===== src/rtl/regfile_pkg.sv =====
// Shared encodings, default geometry and named register indices for regfile_mp.
package regfile_pkg;

  // RAM pointer operation encodings
  typedef enum logic [1:0] {
    PTR_HOLD = 2'b00,
    PTR_INC  = 2'b01,
    PTR_DEC  = 2'b10,
    PTR_RSVD = 2'b11
  } ptr_op_e;

  // Default geometry
  localparam int unsigned DEF_DATA_W     = 8;
  localparam int unsigned DEF_NUM_REGS   = 16;
  localparam int unsigned DEF_NUM_RD     = 2;
  localparam int unsigned DEF_RAM_ADDR_W = 12;
  localparam int unsigned DEF_RM_IDX     = 9;

  // Named register indices for the default map
  localparam int unsigned R0  = 0;
  localparam int unsigned R1  = 1;
  localparam int unsigned R2  = 2;
  localparam int unsigned R3  = 3;
  localparam int unsigned R4  = 4;
  localparam int unsigned R5  = 5;
  localparam int unsigned R6  = 6;
  localparam int unsigned R7  = 7;
  localparam int unsigned R8  = 8;
  localparam int unsigned RM0 = DEF_RM_IDX;
  localparam int unsigned RM1 = DEF_RM_IDX + 1;

endpackage


===== src/rtl/regfile_mp_ram_ptr_unit.sv =====
// Next-value logic for the RAM pointer held in a register pair.
module ram_ptr_unit
  import regfile_pkg::*;
#(
  parameter int unsigned DATA_W     = DEF_DATA_W,
  parameter int unsigned RAM_ADDR_W = DEF_RAM_ADDR_W
) (
  input  logic [RAM_ADDR_W-1:0] ptr_i,
  input  logic [1:0]            op_i,
  input  logic                  suppress_i,
  output logic [DATA_W-1:0]     next_lo_c_o,
  output logic [DATA_W-1:0]     next_hi_c_o,
  output logic                  upd_c_o
);

  localparam int unsigned HI_W = RAM_ADDR_W - DATA_W;

  logic [RAM_ADDR_W-1:0] next_ptr;

  // Modulo increment/decrement; an explicit write to the pair cancels the op
  always_comb begin
    next_ptr = ptr_i;
    upd_c_o  = 1'b0;
    if (!suppress_i) begin
      case (op_i)
        PTR_INC: begin
          next_ptr = ptr_i + RAM_ADDR_W'(1);
          upd_c_o  = 1'b1;
        end
        PTR_DEC: begin
          next_ptr = ptr_i - RAM_ADDR_W'(1);
          upd_c_o  = 1'b1;
        end
        default: begin
          next_ptr = ptr_i;
          upd_c_o  = 1'b0;
        end
      endcase
    end
  end

  // Split back into register form; high register bits above the pointer read as 0
  assign next_lo_c_o = next_ptr[DATA_W-1:0];
  assign next_hi_c_o = DATA_W'(next_ptr[RAM_ADDR_W-1:DATA_W]);

  if (HI_W == 0 || HI_W > DATA_W) begin : g_bad_w
    $error("ram_ptr_unit: RAM_ADDR_W must satisfy DATA_W < RAM_ADDR_W <= 2*DATA_W");
  end

endmodule


===== src/rtl/regfile_mp.sv =====
// Multi-port register file: two write ports, NUM_RD read ports with optional
// bypass, and a register-pair RAM pointer with post-increment/decrement.
module regfile_mp
  import regfile_pkg::*;
#(
  parameter  int unsigned DATA_W     = DEF_DATA_W,
  parameter  int unsigned NUM_REGS   = DEF_NUM_REGS,
  parameter  int unsigned NUM_RD     = DEF_NUM_RD,
  parameter  int unsigned BYPASS     = 1,
  parameter  int unsigned RM_IDX     = DEF_RM_IDX,
  parameter  int unsigned RAM_ADDR_W = DEF_RAM_ADDR_W,
  localparam int unsigned AW         = $clog2(NUM_REGS)
) (
  input  logic                     clk,
  input  logic                     rst,
  input  logic                     wa_en,
  input  logic [AW-1:0]            wa_addr,
  input  logic [DATA_W-1:0]        wa_data,
  input  logic                     wb_en,
  input  logic [AW-1:0]            wb_addr,
  input  logic [DATA_W-1:0]        wb_data,
  input  logic [NUM_RD*AW-1:0]     r_addr,
  output logic [NUM_RD*DATA_W-1:0] r_data,
  input  logic [1:0]               ptr_op,
  output logic [RAM_ADDR_W-1:0]    ram_addr
);

  localparam int unsigned HI_W   = RAM_ADDR_W - DATA_W;
  localparam int unsigned RM_LO  = RM_IDX;
  localparam int unsigned RM_HI  = RM_IDX + 1;

  logic [DATA_W-1:0]     regs_q [NUM_REGS];
  logic [DATA_W-1:0]     regs_d [NUM_REGS];
  logic [RAM_ADDR_W-1:0] cur_ptr;
  logic                  ptr_suppress;
  logic                  ptr_upd;
  logic [DATA_W-1:0]     ptr_lo;
  logic [DATA_W-1:0]     ptr_hi;

  // True when an index addresses an implemented register
  function automatic logic in_range(input logic [AW-1:0] a);
    return (AW+1)'(a) < (AW+1)'(NUM_REGS);
  endfunction

  // Current pointer straight from storage; never bypassed
  assign cur_ptr  = {regs_q[RM_HI][HI_W-1:0], regs_q[RM_LO]};
  assign ram_addr = cur_ptr;

  // Any enabled write to the pointer pair wins over the pointer op
  assign ptr_suppress = (wa_en && (wa_addr == AW'(RM_LO) || wa_addr == AW'(RM_HI))) ||
                        (wb_en && (wb_addr == AW'(RM_LO) || wb_addr == AW'(RM_HI)));

  ram_ptr_unit #(
    .DATA_W     (DATA_W),
    .RAM_ADDR_W (RAM_ADDR_W)
  ) u_ptr (
    .ptr_i       (cur_ptr),
    .op_i        (ptr_op),
    .suppress_i  (ptr_suppress),
    .next_lo_c_o (ptr_lo),
    .next_hi_c_o (ptr_hi),
    .upd_c_o     (ptr_upd)
  );

  // Write decode: pointer update, then port B, then port A (A has priority)
  always_comb begin
    for (int unsigned k = 0; k < NUM_REGS; k++) begin
      regs_d[k] = regs_q[k];
      if (ptr_upd && k == RM_LO) regs_d[k] = ptr_lo;
      if (ptr_upd && k == RM_HI) regs_d[k] = ptr_hi;
      if (wb_en && wb_addr == AW'(k)) regs_d[k] = wb_data;
      if (wa_en && wa_addr == AW'(k)) regs_d[k] = wa_data;
    end
  end

  // Storage array with asynchronous clear
  always_ff @(posedge clk or negedge rst) begin
    if (!rst) begin
      for (int unsigned k = 0; k < NUM_REGS; k++) regs_q[k] <= '0;
    end else begin
      for (int unsigned k = 0; k < NUM_REGS; k++) regs_q[k] <= regs_d[k];
    end
  end

  // Read ports with optional same-cycle write forwarding
  for (genvar i = 0; i < NUM_RD; i++) begin : g_rd
    logic [AW-1:0]     ra;
    logic [DATA_W-1:0] rd;

    assign ra = r_addr[i*AW +: AW];

    // Stored value, overridden by B then A when bypass is enabled; 0 in reset
    always_comb begin
      rd = '0;
      if (in_range(ra)) begin
        rd = regs_q[ra];
        if (BYPASS != 0) begin
          if (wb_en && wb_addr == ra) rd = wb_data;
          if (wa_en && wa_addr == ra) rd = wa_data;
        end
      end
      if (!rst) rd = '0;
    end

    assign r_data[i*DATA_W +: DATA_W] = rd;
  end

  if (NUM_RD == 0 || NUM_RD > 4) begin : g_bad_rd
    $error("regfile_mp: NUM_RD must be 1..4");
  end
  if (RM_IDX + 1 >= NUM_REGS) begin : g_bad_rm
    $error("regfile_mp: RM_IDX+1 must be below NUM_REGS");
  end

endmodule


===== config.mk =====
export PLATFORM = sky130hd
export DESIGN_NAME = regfile_mp
export DESIGN_NICKNAME = d
export VERILOG_FILES = /design/src/rtl/regfile_pkg.sv /design/src/rtl/regfile_mp_ram_ptr_unit.sv /design/src/rtl/regfile_mp.sv
export SDC_FILE = /design/constraint.sdc
export NUM_CORES = 1
export LEC_CHECK = 0
export BUFFER_PORTS_ARGS = -buffer_cell sky130_fd_sc_hd__buf_2
export CAP_MARGIN = 20
export CORE_ASPECT_RATIO = 0.6
export CORE_MARGIN = 3
export CORE_UTILIZATION = 55
export CTS_CLUSTER_SIZE = 12
export DETAILED_ROUTE_END_ITERATION = 12
export GPL_ROUTABILITY_DRIVEN = 0
export PLACE_DENSITY_LB_ADDON = 0.08
export SYNTH_ARGS = -nofsm -noshare
export SYNTH_HDL_FRONTEND = slang
export SYNTH_SLANG_ARGS = --single-unit

===== constraint.sdc =====
create_clock -name clk -period 3.2 [get_ports clk]
set_clock_uncertainty 0.2 [all_clocks]
set_input_delay 0.16 -clock clk [delete_from_list [all_inputs] [get_ports clk]]
set_output_delay 0.16 -clock clk [all_outputs]
set_load 0.02 [all_outputs]

-- Word level (Yosys, flattened, before mapping)
Cells that the tools add are included.
- bits in writable memories: 0
- memory bits (read-only): 0
- input port bits: 38
- logic and storage cells: 175
- memories: 0
- output and inout bits: 28
- bits in latches: 0
- register bits after elaboration: 128
- $lt $le $gt $ge: 2
- bitwise logic cells: 2
- multiply operators: 0
- $add $sub $neg: 2
- muxes and demuxes: 50
- equal/unequal tests: 38
- shift-type cells: 0
- reductions and logical operators: 64
- div/mod/pow operators: 0
- operators by type and width (operator ; number):
    8-bit two-way mux ; 44
    8-bit binary-select mux with 4-bit select ; 2
    4-bit == test, second input constant ; 16
    1-bit logical AND ; 38
    4-bit by 3-bit == test with 1-bit output, second input constant ; 8
    2-bit nonzero test ; 14
    12-bit case mux with 2 select lines ; 1
    4-bit by 2-bit == test with 1-bit output, second input constant ; 4
    4-bit == test ; 4
    12-bit by 1-bit adder with 12-bit output, second input constant ; 1
    12-bit two-way mux ; 1
    12-bit by 1-bit subtractor with 12-bit output, second input constant ; 1
    5-bit >= comparator, second input constant ; 2
    4-bit inverter with 5-bit output ; 2
    4-bit by 1-bit == test with 1-bit output, second input constant ; 2
    4-bit logical NOT ; 2
    4-bit nonzero test ; 2
    3-bit != test, second input constant ; 2
    3-bit AND reduction ; 2
    3-bit nonzero test ; 2
    1-bit logical OR ; 3
    2-bit by 1-bit == test with 1-bit output, second input constant ; 1
    2-bit == test, second input constant ; 1
    1-bit two-way mux ; 2
    2-bit OR reduction ; 1

-- Longest topological paths before layout
- depth after elaboration: 8
- depth in mapped cells: 13

-- By module
A second synthesis with hierarchy kept.
- cell total of the unflattened synthesis: 1009
- area, all modules: 9806.9 µm²
- modules (own cells, without submodules) (module ; area each (µm²) ; cells an instance ; seq. area each (µm²) ; times used):
    regfile_mp ; 8967.4 ; 886 ; 3203.1 ; 1
    ram_ptr_unit ; 839.6 ; 123 ; 0.0 ; 1

-- Worst setup path after synthesis
No wires, ideal clock.
- path type: input-to-reg
- start: input ptr_op[0]
- end: register regs_q, in the netlist ram_addr[4]
- setup slack: 0.598 ns
- stages on the path: 13
- setup time: 0.077 ns
- data arrival time: 2.325 ns
- cells stage by stage: inv_1 > ha_1 > buf_6 > buf_2 > buf_2 > xor2_1 > ha_1 > and3b_1 > o21ai_0 > nand2_1 > xnor2_1 > a211o_1 > a21oi_1
- cells in the longest elaborated chain, start to end: 6
- elaborated cells between the ends (all ways): 13
- those cells by class: eq/ne (2); mux (7); reduce/logical (4)
- ends and longest elaborated chain (item ; line ; source):
    from (decl) ; regfile_mp.sv:24 ; input logic [1:0] ptr_op,
    2-bit == test / 2-bit by 1-bit == test with 1-bit output (equally long branches) ; regfile_mp_ram_ptr_unit.sv:25 ; case (op_i)
    12-bit case mux with 2 select lines / 2-bit OR reduction (equally long branches) ; - ;
    12-bit two-way mux / 1-bit two-way mux (equally long branches) ; regfile_mp_ram_ptr_unit.sv:24, regfile_mp_ram_ptr_unit.sv:25 ;
    8-bit two-way mux / 1-bit two-way mux (equally long branches) ; regfile_mp.sv:69, regfile_mp_ram_ptr_unit.sv:24 ;
    8-bit two-way mux / 3-bit nonzero test (equally long branches) ; - ;
    8-bit two-way mux / 3-bit AND reduction (equally long branches) ; - ;
    to (decl) ; regfile_mp.sv:32 ; logic [DATA_W-1:0] regs_q [NUM_REGS];
Several ways; a longest one is shown, not always the timed one. The select of a mux whose other input is x is not followed.
A chain may end at the register's enable or synchronous reset.

-- Worst setup path in the final report
- start: register regs_q, in the netlist ram_addr[5]
- end: output r_data[5]
- cells in the longest elaborated chain, start to end: 6
- ends and longest elaborated chain (item ; line ; source):
    8-bit binary-select mux with 4-bit select ; regfile_mp.sv:96 ; rd = regs_q[ra];
    8-bit two-way mux (implied by the code) (2 in series) ; regfile_mp.sv:96 ;
    8-bit two-way mux ; regfile_mp.sv:98 ; if (wb_en && wb_addr == ra) rd = wb_data;
    8-bit two-way mux ; regfile_mp.sv:99 ; if (wa_en && wa_addr == ra) rd = wa_data;
    8-bit two-way mux ; regfile_mp.sv:102 ; if (!rst) rd = '0;
    to (decl) ; regfile_mp.sv:23 ; output logic [NUM_RD*DATA_W-1:0] r_data,
No other way between the ends. The select of a mux whose other input is x is not followed.

==> run summary <==
period utilization: 95.55%
Place WS: 0.5201 ns
core area: 0.01736 sq mm
Top Ports: 66
asr flop ratio synth: 100.0%
Hold-fix buffers, CTS: 4
worst reg2reg setup slack: 0.53 ns
gr usage total: 33.87%
TritonCTS Sinks: 128
IO buf count: 65
syn_nets: 998
worst slew pin tran: 0.8353 ns
antenna violations before repair: 0
final setup violation count: 0
fin area: 0.01083 sq mm
dpl hpwl: 23050 um
TritonCTS Buffers: 17
power consumption: 7.165 mW
Max IR drop VDD: 0.4143 mV
clock tree buffer depth: 2
Leak: 4.679 nW
# DRC: 0
vias in the first global route: 7907
maximum number of pins on one net before global-route repair: 51
sequential share of the synthesized area: 32.45%
PD cells: 661.9 mW/mm^2
Routed met2 length: 13110 um
drt first pass iters: 6
postcts setup bufs: 0
WP data required: 2.84 ns
Comb power frac: 33.9%
Worst Reg2Reg Path Length in Cells: 8
Reg-to-Reg Start: ram_addr[1]$_DFFE_PN0P_
most frequent cells in the layout: dfrtp_1 (128), mux2i_1 (126), a21oi_1 (95)
slew margin rel.: 44.16%
Tmin final: 3.058 ns
first-pass GRT wire length: 48520 um
Final nets: 1007
Post-Syn Area: 0.009871 sq mm
CTS tree: done
status: complete, no violations
non-filler cells, final: 1211
routed vias/inst: 6.896
Ant. Diodes: 0
Sequential Power Share: 36.4%
wire length on met1: 13860 um
critical path arrival: 2.70 ns
clock share of power: 29.7%
Achievable Freq: 327.1 MHz
synthesized area per cell: 10.34 sq um
Final ANT Viol Nets: 0
commonest non-fill, non-tap cell in the layout: dfrtp_1
number of synthesized register bits: 128
Starting Density: 56.86%
Routed WL per cell: 26.78 um
post-route worst setup slack: 0.1424 ns
row cnt: 37
top layer in use: met4
cell count after synthesis: 955
WL met3: 4664 um
root buf cell: clkbuf_16
Syn. warnings: 0
Die ar.: 0.01964 sq mm
WL final: 32430 um
Slew Limit Fails: 0
Area growth, synth to finish: 9.672%
Clock transition at path regs: 0.06 ns
largest cells by area after synthesis: dfrtp_1 (32%), mux4_1 (15%), mux2i_1 (13%)
sw power: 2.548 mW
Vias: 8351
internal power: 4.617 mW
H-tree depth: 4
1st-iter DRT viols: 1388
Hold/Removal Path Class: in -> async
post-cts sizing count: 0
Die X-Extent: 179.0 um
worst skew pair latency: 0.42 ns
Max Cap Viol: 0
Cell variety after synth: 64
area leader, netlist: dfrtp_1
setup TNS: 0 ns
hold violation count in the final report: 0
Max Fanout on Critical Path: 13
global route overflow: 0
number of synthesized flops with an enable pin: 0
top_reg_cell synth: dfrtp_1
RR Endpoint: ram_addr[4]$_DFFE_PN0P_
cell total after placement: 1175
RSZ-0062 raised after global routing: no
WS Path Type: reg -> out
layout cell share with drive strength beyond 1: 16.27%
Critical Path Start Type: register
DP Area: 0.01016 sq mm
Die H: 109.8 um
crit end category: output port
top cell type's share of synthesized area: 32.45%
switching part of the total: 35.56%
## power groups by stage
stage	clock (mW)	sequential, mW	combinational (mW)
after floorplan	0	2.30	1.97
after global placement	0	2.56	2.31
after detailed placement	0	2.60	2.38
after CTS	2.14	2.58	2.40
after global routing	2.22	2.65	2.63
final	2.13	2.61	2.43
## synthesized netlist by cell type (3+ instances only)
library cell and instances:
clkbuf_1 40, and3b_1 5, inv_1 14, nor2b_1 7, nand3_1 10, mux2i_1 126
mux4_2 22, buf_2 28, buf_1 12, mux4_1 58, nor2_2 7, buf_4 14
xor2_1 16, o21a_1 3, ha_1 5, nand3b_1 5, a21boi_0 3, a22oi_1 5
dfrtp_1 128, a211oi_1 6, o21ai_1 3, nor2_1 91, o21ai_0 78, nor3b_1 4
nand2b_1 6, xnor2_1 10, buf_6 9, a222oi_1 6, o211ai_1 3, a21oi_1 95
a31oi_1 3, nand2_1 78, nor3_1 11, or3_1 5, and3_1 3
## worst max-delay path: stages, from the launching register on
cell and delay [ns]:
dfrtp_1 0.52, mux4_2 0.54, mux4_2 0.46, mux2i_1 0.38
a21oi_1 0.17, buf_2 0.20
## layer usage
layer  up-vias  track usage, %
li1       3594               -
met3        78           12.56
met1      4052           49.58
met2       627           46.56
met4         0           10.67
met5         -               0
## flip-flops by register name (all words and copies together), names as in the netlist
signal and cells:
ram_addr 12, regs_q 116
## how the worst max path moves through the flow
stage | from | endpoint | slack [ns] | depth (start not counted)
2_1_floorplan | ptr_op[0] | ram_addr[4]$_DFFE_PN0P_ | 0.60 | 13
4_1_cts | ram_addr[5]$_DFFE_PN0P_ | r_data[5] | 0.22 | 5
3_3_place_gp | r_addr[0] | r_data[5] | 0.57 | 7
6_report | ram_addr[5]$_DFFE_PN0P_ | r_data[5] | 0.14 | 5
5_1_grt | ram_addr[5]$_DFFE_PN0P_ | r_data[5] | 0.06 | 5
3_5_place_dp | ptr_op[0] | ram_addr[11]$_DFFE_PN0P_ | 0.52 | 10
## stage by stage
step	util (%)	hold WS [ns]
floorplan	-	-0.3356
global placement	58.51	-0.1077
detailed placement	58.51	-0.1057
CTS	62.36	0.0009697
global route	62.36	0.02720
finish	62.36	0.01963
## cells by family (layout without fill, tap and decap cells)
logic type / Yosys count / after routing / share of synthesized area [%]
and+or+nand+nor: 243 / 243 / 11.54
muxes: 207 / 207 / 33.35
AOI/OAI and AO/OA: 226 / 226 / 13.35
adders and majority gates: 5 / 5 / 0.6338
buffers and inverters: 120 / 142 / 6.376
xor gates and xnor gates: 26 / 26 / 2.307
DFF: 128 / 128 / 32.45
## cell type report
type / count / area, sq um
multi-input combinational: 707 / 6050
fill: 1417 / 6535
sequential: 128 / 3203
clock buffer: 21 / 440.4
tap: 234 / 292.8
clock inverter: 11 / 187.7
timing repair buffer: 96 / 599.3
inverter: 14 / 52.55
(Power assumes the default switching activity.)
